### config.mk
export PLATFORM = sky130hd
export DESIGN_NAME = mem_req_arbiter
export DESIGN_NICKNAME = d
export VERILOG_FILES = /design/src/rtl/mem_req_arbiter.sv
export SDC_FILE = /design/constraint.sdc
export NUM_CORES = 1
export LEC_CHECK = 0
export ABC_AREA = 1
export BUFFER_PORTS_ARGS = -buffer_cell sky130_fd_sc_hd__buf_4
export CORE_AREA = 2 2 112 114
export DETAILED_ROUTE_END_ITERATION = 10
export DIE_AREA = 0 0 114 116
export GPL_TIMING_DRIVEN = 0
export PLACE_DENSITY = 0.63
export SLEW_MARGIN = 20
export SYNTH_ARGS = -nofsm -noshare
export SYNTH_HDL_FRONTEND = slang
export SYNTH_HIERARCHICAL = 1
export SYNTH_SLANG_ARGS = --single-unit
export TNS_END_PERCENT = 20
### constraint.sdc
create_clock -name clk -period 5.5 [get_ports clk]
set_input_delay 0.275 -clock clk [delete_from_list [all_inputs] [get_ports clk]]
set_output_delay 0.275 -clock clk [all_outputs]
set_load 0.1 [all_outputs]
### src/rtl/mem_req_arbiter.sv
// mem_req_arbiter: merges NCH SRAM-like request channels onto one memory port.
//
// Handshake: req/addr_ok for the request phase, data_ok for the response phase.
// Up to DEPTH transactions may be in flight. Their channel IDs queue in a FIFO
// so that in-order responses can be routed back to the channel that issued them.
//
// Ports
//   clk, resetn      : clock, synchronous active-low reset
//   ch_req/ch_wr     : per-channel request valid / write flag       [NCH]
//   ch_size          : per-channel size (0 byte, 1 half, 2 word)    [2*NCH]
//   ch_wstrb         : per-channel byte strobes                     [NCH*DW/8]
//   ch_addr/ch_wdata : per-channel address / write data             [NCH*AW]/[NCH*DW]
//   ch_addr_ok       : request accepted (one-hot or zero)           [NCH]
//   ch_data_ok       : response returned (one-hot or zero)          [NCH]
//   ch_rdata         : read data, broadcast to all channels         [DW]
//   mem_*            : shared memory port (req/wr/size/wstrb/addr/wdata out,
//                      addr_ok/data_ok/rdata in)
//   outstanding      : registered in-flight count                   [log2(DEPTH)+1]
//   err_orphan       : sticky; a response arrived with nothing in flight

// One lane per channel. It packs the channel's request fields for the output mux
// and decodes that channel's bit of the addr_ok and data_ok outputs.
module mem_req_arbiter_lane #(
  parameter int AW   = 32,
  parameter int DW   = 32,
  parameter int CW   = 1,
  parameter int LANE = 0,
  parameter int PLW  = 1 + 2 + DW/8 + AW + DW
) (
  input  logic            wr,
  input  logic [1:0]      size,
  input  logic [DW/8-1:0] wstrb,
  input  logic [AW-1:0]   addr,
  input  logic [DW-1:0]   wdata,
  input  logic [CW-1:0]   grant,
  input  logic [CW-1:0]   head,
  input  logic            accept,
  input  logic            pop,
  output logic            addr_ok,
  output logic            data_ok,
  output logic [PLW-1:0]  pl
);
  assign pl      = {wr, size, wstrb, addr, wdata};
  assign addr_ok = accept && (grant == CW'(LANE));
  assign data_ok = pop && (head == CW'(LANE));
endmodule

module mem_req_arbiter #(
  parameter int NCH   = 2,
  parameter int AW    = 32,
  parameter int DW    = 32,
  parameter int DEPTH = 4
) (
  input  logic                      clk,
  input  logic                      resetn,
  input  logic [NCH-1:0]            ch_req,
  input  logic [NCH-1:0]            ch_wr,
  input  logic [2*NCH-1:0]          ch_size,
  input  logic [NCH*(DW/8)-1:0]     ch_wstrb,
  input  logic [NCH*AW-1:0]         ch_addr,
  input  logic [NCH*DW-1:0]         ch_wdata,
  output logic [NCH-1:0]            ch_addr_ok,
  output logic [NCH-1:0]            ch_data_ok,
  output logic [DW-1:0]             ch_rdata,
  output logic                      mem_req,
  output logic                      mem_wr,
  output logic [1:0]                mem_size,
  output logic [DW/8-1:0]           mem_wstrb,
  output logic [AW-1:0]             mem_addr,
  output logic [DW-1:0]             mem_wdata,
  input  logic                      mem_addr_ok,
  input  logic                      mem_data_ok,
  input  logic [DW-1:0]             mem_rdata,
  output logic [$clog2(DEPTH):0]    outstanding,
  output logic                      err_orphan
);
  localparam int SW  = DW/8;
  localparam int CW  = (NCH > 1) ? $clog2(NCH) : 1;
  localparam int PW  = $clog2(DEPTH);
  localparam int PLW = 1 + 2 + SW + AW + DW;

  logic [NCH-1:0][PLW-1:0] ch_pl;
  logic [PLW-1:0]          sel_pl;
  logic [DEPTH-1:0][CW-1:0] id_fifo;
  logic [PW-1:0]           wptr, rptr;
  logic [PW:0]             count;
  logic                    lock_valid;
  logic [CW-1:0]           lock_id, rr_last;
  logic [CW-1:0]           cand, hi_idx, lo_idx, grant, head;
  logic                    hi_found, lo_found;
  logic                    req_sel, not_full, accept, pop, orphan;

  // Round-robin: the first requester above rr_last wins. If there is none, the
  // lowest-numbered requester wins, which wraps the scan back through rr_last.
  always_comb begin
    hi_found = 1'b0;
    lo_found = 1'b0;
    hi_idx   = '0;
    lo_idx   = '0;
    for (int i = 0; i < NCH; i++) begin
      if (ch_req[i] && (i > int'(rr_last)) && !hi_found) begin
        hi_found = 1'b1;
        hi_idx   = CW'(i);
      end
      if (ch_req[i] && !lo_found) begin
        lo_found = 1'b1;
        lo_idx   = CW'(i);
      end
    end
    cand = hi_found ? hi_idx : lo_idx;
  end

  // A stalled request keeps the port until it is accepted. If the locked channel
  // withdraws, mem_req drops and the lock is released on the next cycle.
  assign grant    = lock_valid ? lock_id : cand;
  assign req_sel  = lock_valid ? ch_req[lock_id] : |ch_req;
  // count is registered, so a pop in the same cycle does not unblock a full FIFO.
  assign not_full = (count != (PW+1)'(DEPTH));
  assign mem_req  = resetn & req_sel & not_full;
  assign accept   = mem_req & mem_addr_ok;

  assign head     = id_fifo[rptr];
  assign pop      = resetn & mem_data_ok & (count != '0);
  assign orphan   = mem_data_ok & (count == '0);

  for (genvar g = 0; g < NCH; g++) begin : g_lane
    mem_req_arbiter_lane #(
      .AW(AW), .DW(DW), .CW(CW), .LANE(g), .PLW(PLW)
    ) u_lane (
      .wr      (ch_wr[g]),
      .size    (ch_size[2*g +: 2]),
      .wstrb   (ch_wstrb[SW*g +: SW]),
      .addr    (ch_addr[AW*g +: AW]),
      .wdata   (ch_wdata[DW*g +: DW]),
      .grant   (grant),
      .head    (head),
      .accept  (accept),
      .pop     (pop),
      .addr_ok (ch_addr_ok[g]),
      .data_ok (ch_data_ok[g]),
      .pl      (ch_pl[g])
    );
  end

  assign sel_pl = ch_pl[grant];
  assign {mem_wr, mem_size, mem_wstrb, mem_addr, mem_wdata} = sel_pl;
  assign ch_rdata    = mem_rdata;
  assign outstanding = count;

  always_ff @(posedge clk) begin
    if (!resetn) begin
      id_fifo    <= '0;
      wptr       <= '0;
      rptr       <= '0;
      count      <= '0;
      lock_valid <= 1'b0;
      lock_id    <= '0;
      rr_last    <= CW'(NCH-1);
      err_orphan <= 1'b0;
    end else begin
      if (accept) begin
        id_fifo[wptr] <= grant;
        wptr          <= wptr + 1'b1;
        rr_last       <= grant;
      end
      if (pop) rptr <= rptr + 1'b1;
      case ({accept, pop})
        2'b10:   count <= count + 1'b1;
        2'b01:   count <= count - 1'b1;
        default: count <= count;
      endcase
      lock_valid <= mem_req & ~mem_addr_ok;
      lock_id    <= grant;
      if (orphan) err_orphan <= 1'b1;
    end
  end
endmodule

==> metrics.md <==
| Metric | Value |
|---|---|
| Die footprint | 0.0132 sq mm |
| Worst Path Class, Setup | flip-flop to output port |
| RSZ-0062 raised after global routing | false |
| Worst setup SP type | flip-flop |
| Leak | 2.55 nW |
| Routed len/inst | 11.3 um |
| Global route overflow | 0 |
| Fmax | 0.446 GHz |
| Final Hold Slack | 0.306 ns |
| Final std cells w/o fill | slightly below 800 |
| Clock buffer depth | 2 |
| # setup viols final | 0 |
| Routed WL | 8960 um |
| Synth unique cells | 22 |
| EDFF count, synth | 0 |
| Most frequent cells in the layout | buf_4, nand2_1, inv_1, dfxtp_1, buf_2 |
| Pin count of the biggest net entering global routing | 12 |
| Fin area | between 0.004 and 0.005 sq mm |
| Worst slack at placement | 3.40 ns |
| Final worst slack | between 3 and 4 ns |
| Slew HR | between 50% and 60% |
| Placed cell area | 0.00407 sq mm |
| CTS Buf Count | 3 |
| Via density per instance | 3.91 |
| Tmin final | 2.24 ns |
| Share of cells above drive strength 1 | 48.2% |
| Worst path arrival time | 1.97 ns |
| Worst-skew pair later-pin latency | between 0.2 and 0.25 ns |
| Clock sink total | 15 |
| Final Skew | 0.00138 ns |
| Number of global-route vias before repair | 2837 |
| Pre-antenna DRT Iters | 4 |
| Clk root buf | clkbuf_16 |
| Slowest Stage Delay on Critical Path | roughly 0.5 ns |
| GPL Wtd Cong | 0.751 |
| Synthesis Warnings | 6 |
| Critical Path RT | 5.22 ns |
| Post-CTS Setup Repair Bufs | 0 |
| Sequential fraction of the synthesis area | 9.95% |
| CORE AREA | 0.0119 sq mm |
| Total GRT Usage | between 10% and 20% |
| Final #Nets | between 800 and 900 |
| CP Capture Type | output port |
| Worst-margin pin slew | 0.604 ns |
| # IOs | a little under 300 |
| Placed Cells | 788 |
| Die Y-Extent | between 100 and 150 um |
| Syn Area/Cell | ~5.8 sq um |
| Post-synth ARST share | 0% |
| Commonest non-fill, non-tap cell in the layout | buf_4 |
| Final slew viol count | 0 |
| Status | finished, final reports clean |
| HPWL Detailed | 7730 um |
| Area grow syn2layout | 37.5% |
| Post-synthesis compound-gate area fraction | between 2 and 3% |
| Vias post-DR | roughly 3100 |
| H-tree depth | 1 |
| Synth Area in Simple Gates | 35.6% |
| Tcrit/Tclk final | 40.7% |
| Max capacitance violation total | 0 |
| # hold bufs at CTS | 0 |
| Max FO, Critical Path | 10 |
| Ant. Diodes | 0 |
| Post-synthesis xor/xnor area fraction | less than 1% |
| CP Cell Sequence | inv_1 > nand3_1 > nand2_1 > inv_2 > clkbuf_1 > nand2_1 > nand2_1 > buf_4 |
| Multiplexer share of the synthesized area | 0% |
| Worst min-delay path class | primary input to flip-flop |
| DR iter-0 viols | 89 |
| Post-cts sizing count | 0 |
| Main synth FF type | dfxtp_1 |
| Syn nets | 711 |
| Initial antenna violation count | 0 |
| Largest family of logic cells by synthesized area | buffers and inverters |
| Most frequent CP cell | nand2_1 |
| Synth Register Bits | 15 |
| Initial Utilization | around a quarter |
| Max VDD drop | 0.110 mV |
| PortBufs | 116 |
| Clk slew on worst S/H paths | about 0.050 ns |
| Total negative slack | 0 ns |
| Adder-cell area share of the yosys netlist | 2.74% |
| Routed Antenna Nets | 0 |
| Die Width | roughly 110 um |
| Rows | 40 |
| Slowest CP cell | clkbuf_1 |
| Drt drc | 0 |
| Power per Cell Area | 279 mW/mm^2 |
| Cell count after synthesis | 525 |
| First-pass GRT wire length | between 10000 and 15000 um |
| Fin. Hold Viols | 0 |
| Synth Cell Area | 0.00302 sq mm |
| CTS tree | built |
[report_power, final]
group / switching, mW / internal (mW)
clock: 0.0440 / 0.0982
sequential: 0.00590 / 0.116
combinational: 0.684 / 0.212
total: 0.734 / 0.426
[sequential cells by signal (all words and copies together), names as in the netlist]
| name | count |
|---|---|
| rr_last | 1 |
| err_orphan | 1 |
| outstanding | 3 |
| wptr | 2 |
| lock_id | 1 |
| rptr | 2 |
| id_fifo | 4 |
| lock_valid | 1 |
[critical path, delay by kind of cell (launching register included)]
| kind | cells | cell delay, ns |
|---|---|---|
| DFF | 1 | 0.34 |
| buffers and inverters | 4 | 1.00 |
| and+or+nand+nor | 4 | 0.36 |
[area by class of cell]
cell class / count / area [sq um]
Buffer: 191 / 1380
Sequential cell: 15 / 300
Timing Repair Buffer: 116 / 871
Fill cell: 1321 / 7760
Inverter: 24 / 90.1
Multi-Input combinational cell: 295 / 1250
Tap cell: 147 / 184
Clock buffer: 4 / 78.8
[synth_stat cells (all sizes together) (5+ instances only)]
master	count	area, sq um
ha	5	62.6
inv	24	90.1
nor2	11	53.8
nand4	5	31.3
a21oi	7	46.3
dfxtp	15	300
buf	183	1350
nand2	251	945
o21ai	5	25.0
nand3	8	45.0
clkbuf	8	31.3
[kinds of logic (layout without fill, tap and decap cells)]
family / count (synthesis) / after routing
buffers and inverters: 215 / 335
and+or+nand+nor: 275 / 275
AOI/OAI and AO/OA: 13 / 13
adders and majority gates: 6 / 6
xor gates and xnor gates: 1 / 1
DFF: 15 / 15
[routing by layer]
layer / track usage [%] / part of all wire (%) / vias to the layer above
met5: 0 / 0 / -
met4: 1.87 / 0.81 / 0
met3: 2.56 / 8.9 / 6
met2: 22.5 / 51 / 163
met1: 14.0 / 39 / 1287
li1: - / - / 1638
[metrics by stage]
stage	util, %	total power [mW]
2_1_floorplan	-	0.867
3_3_place_gp	34.2	1.02
3_5_place_dp	34.2	1.03
4_1_cts	34.9	1.17
5_1_grt	34.9	1.21
6_report	34.9	1.16
[path summary, 6_finish.rpt]
check                              startpoint                           to  slack (ns)  depth (start not counted)
setup reg to reg  outstanding[0]$_SDFFE_PN0P_  outstanding[2]$_SDFFE_PN0P_        3.55                         12
setup / recovery        lock_valid$_SDFF_PN0_                 mem_addr[25]        3.26                          8
hold reg to reg       err_orphan$_SDFFE_PN0P_      err_orphan$_SDFFE_PN0P_        0.45                          2
hold / removal                    mem_data_ok      err_orphan$_SDFFE_PN0P_        0.31                          3
Power figures use the tool's default switching activity.
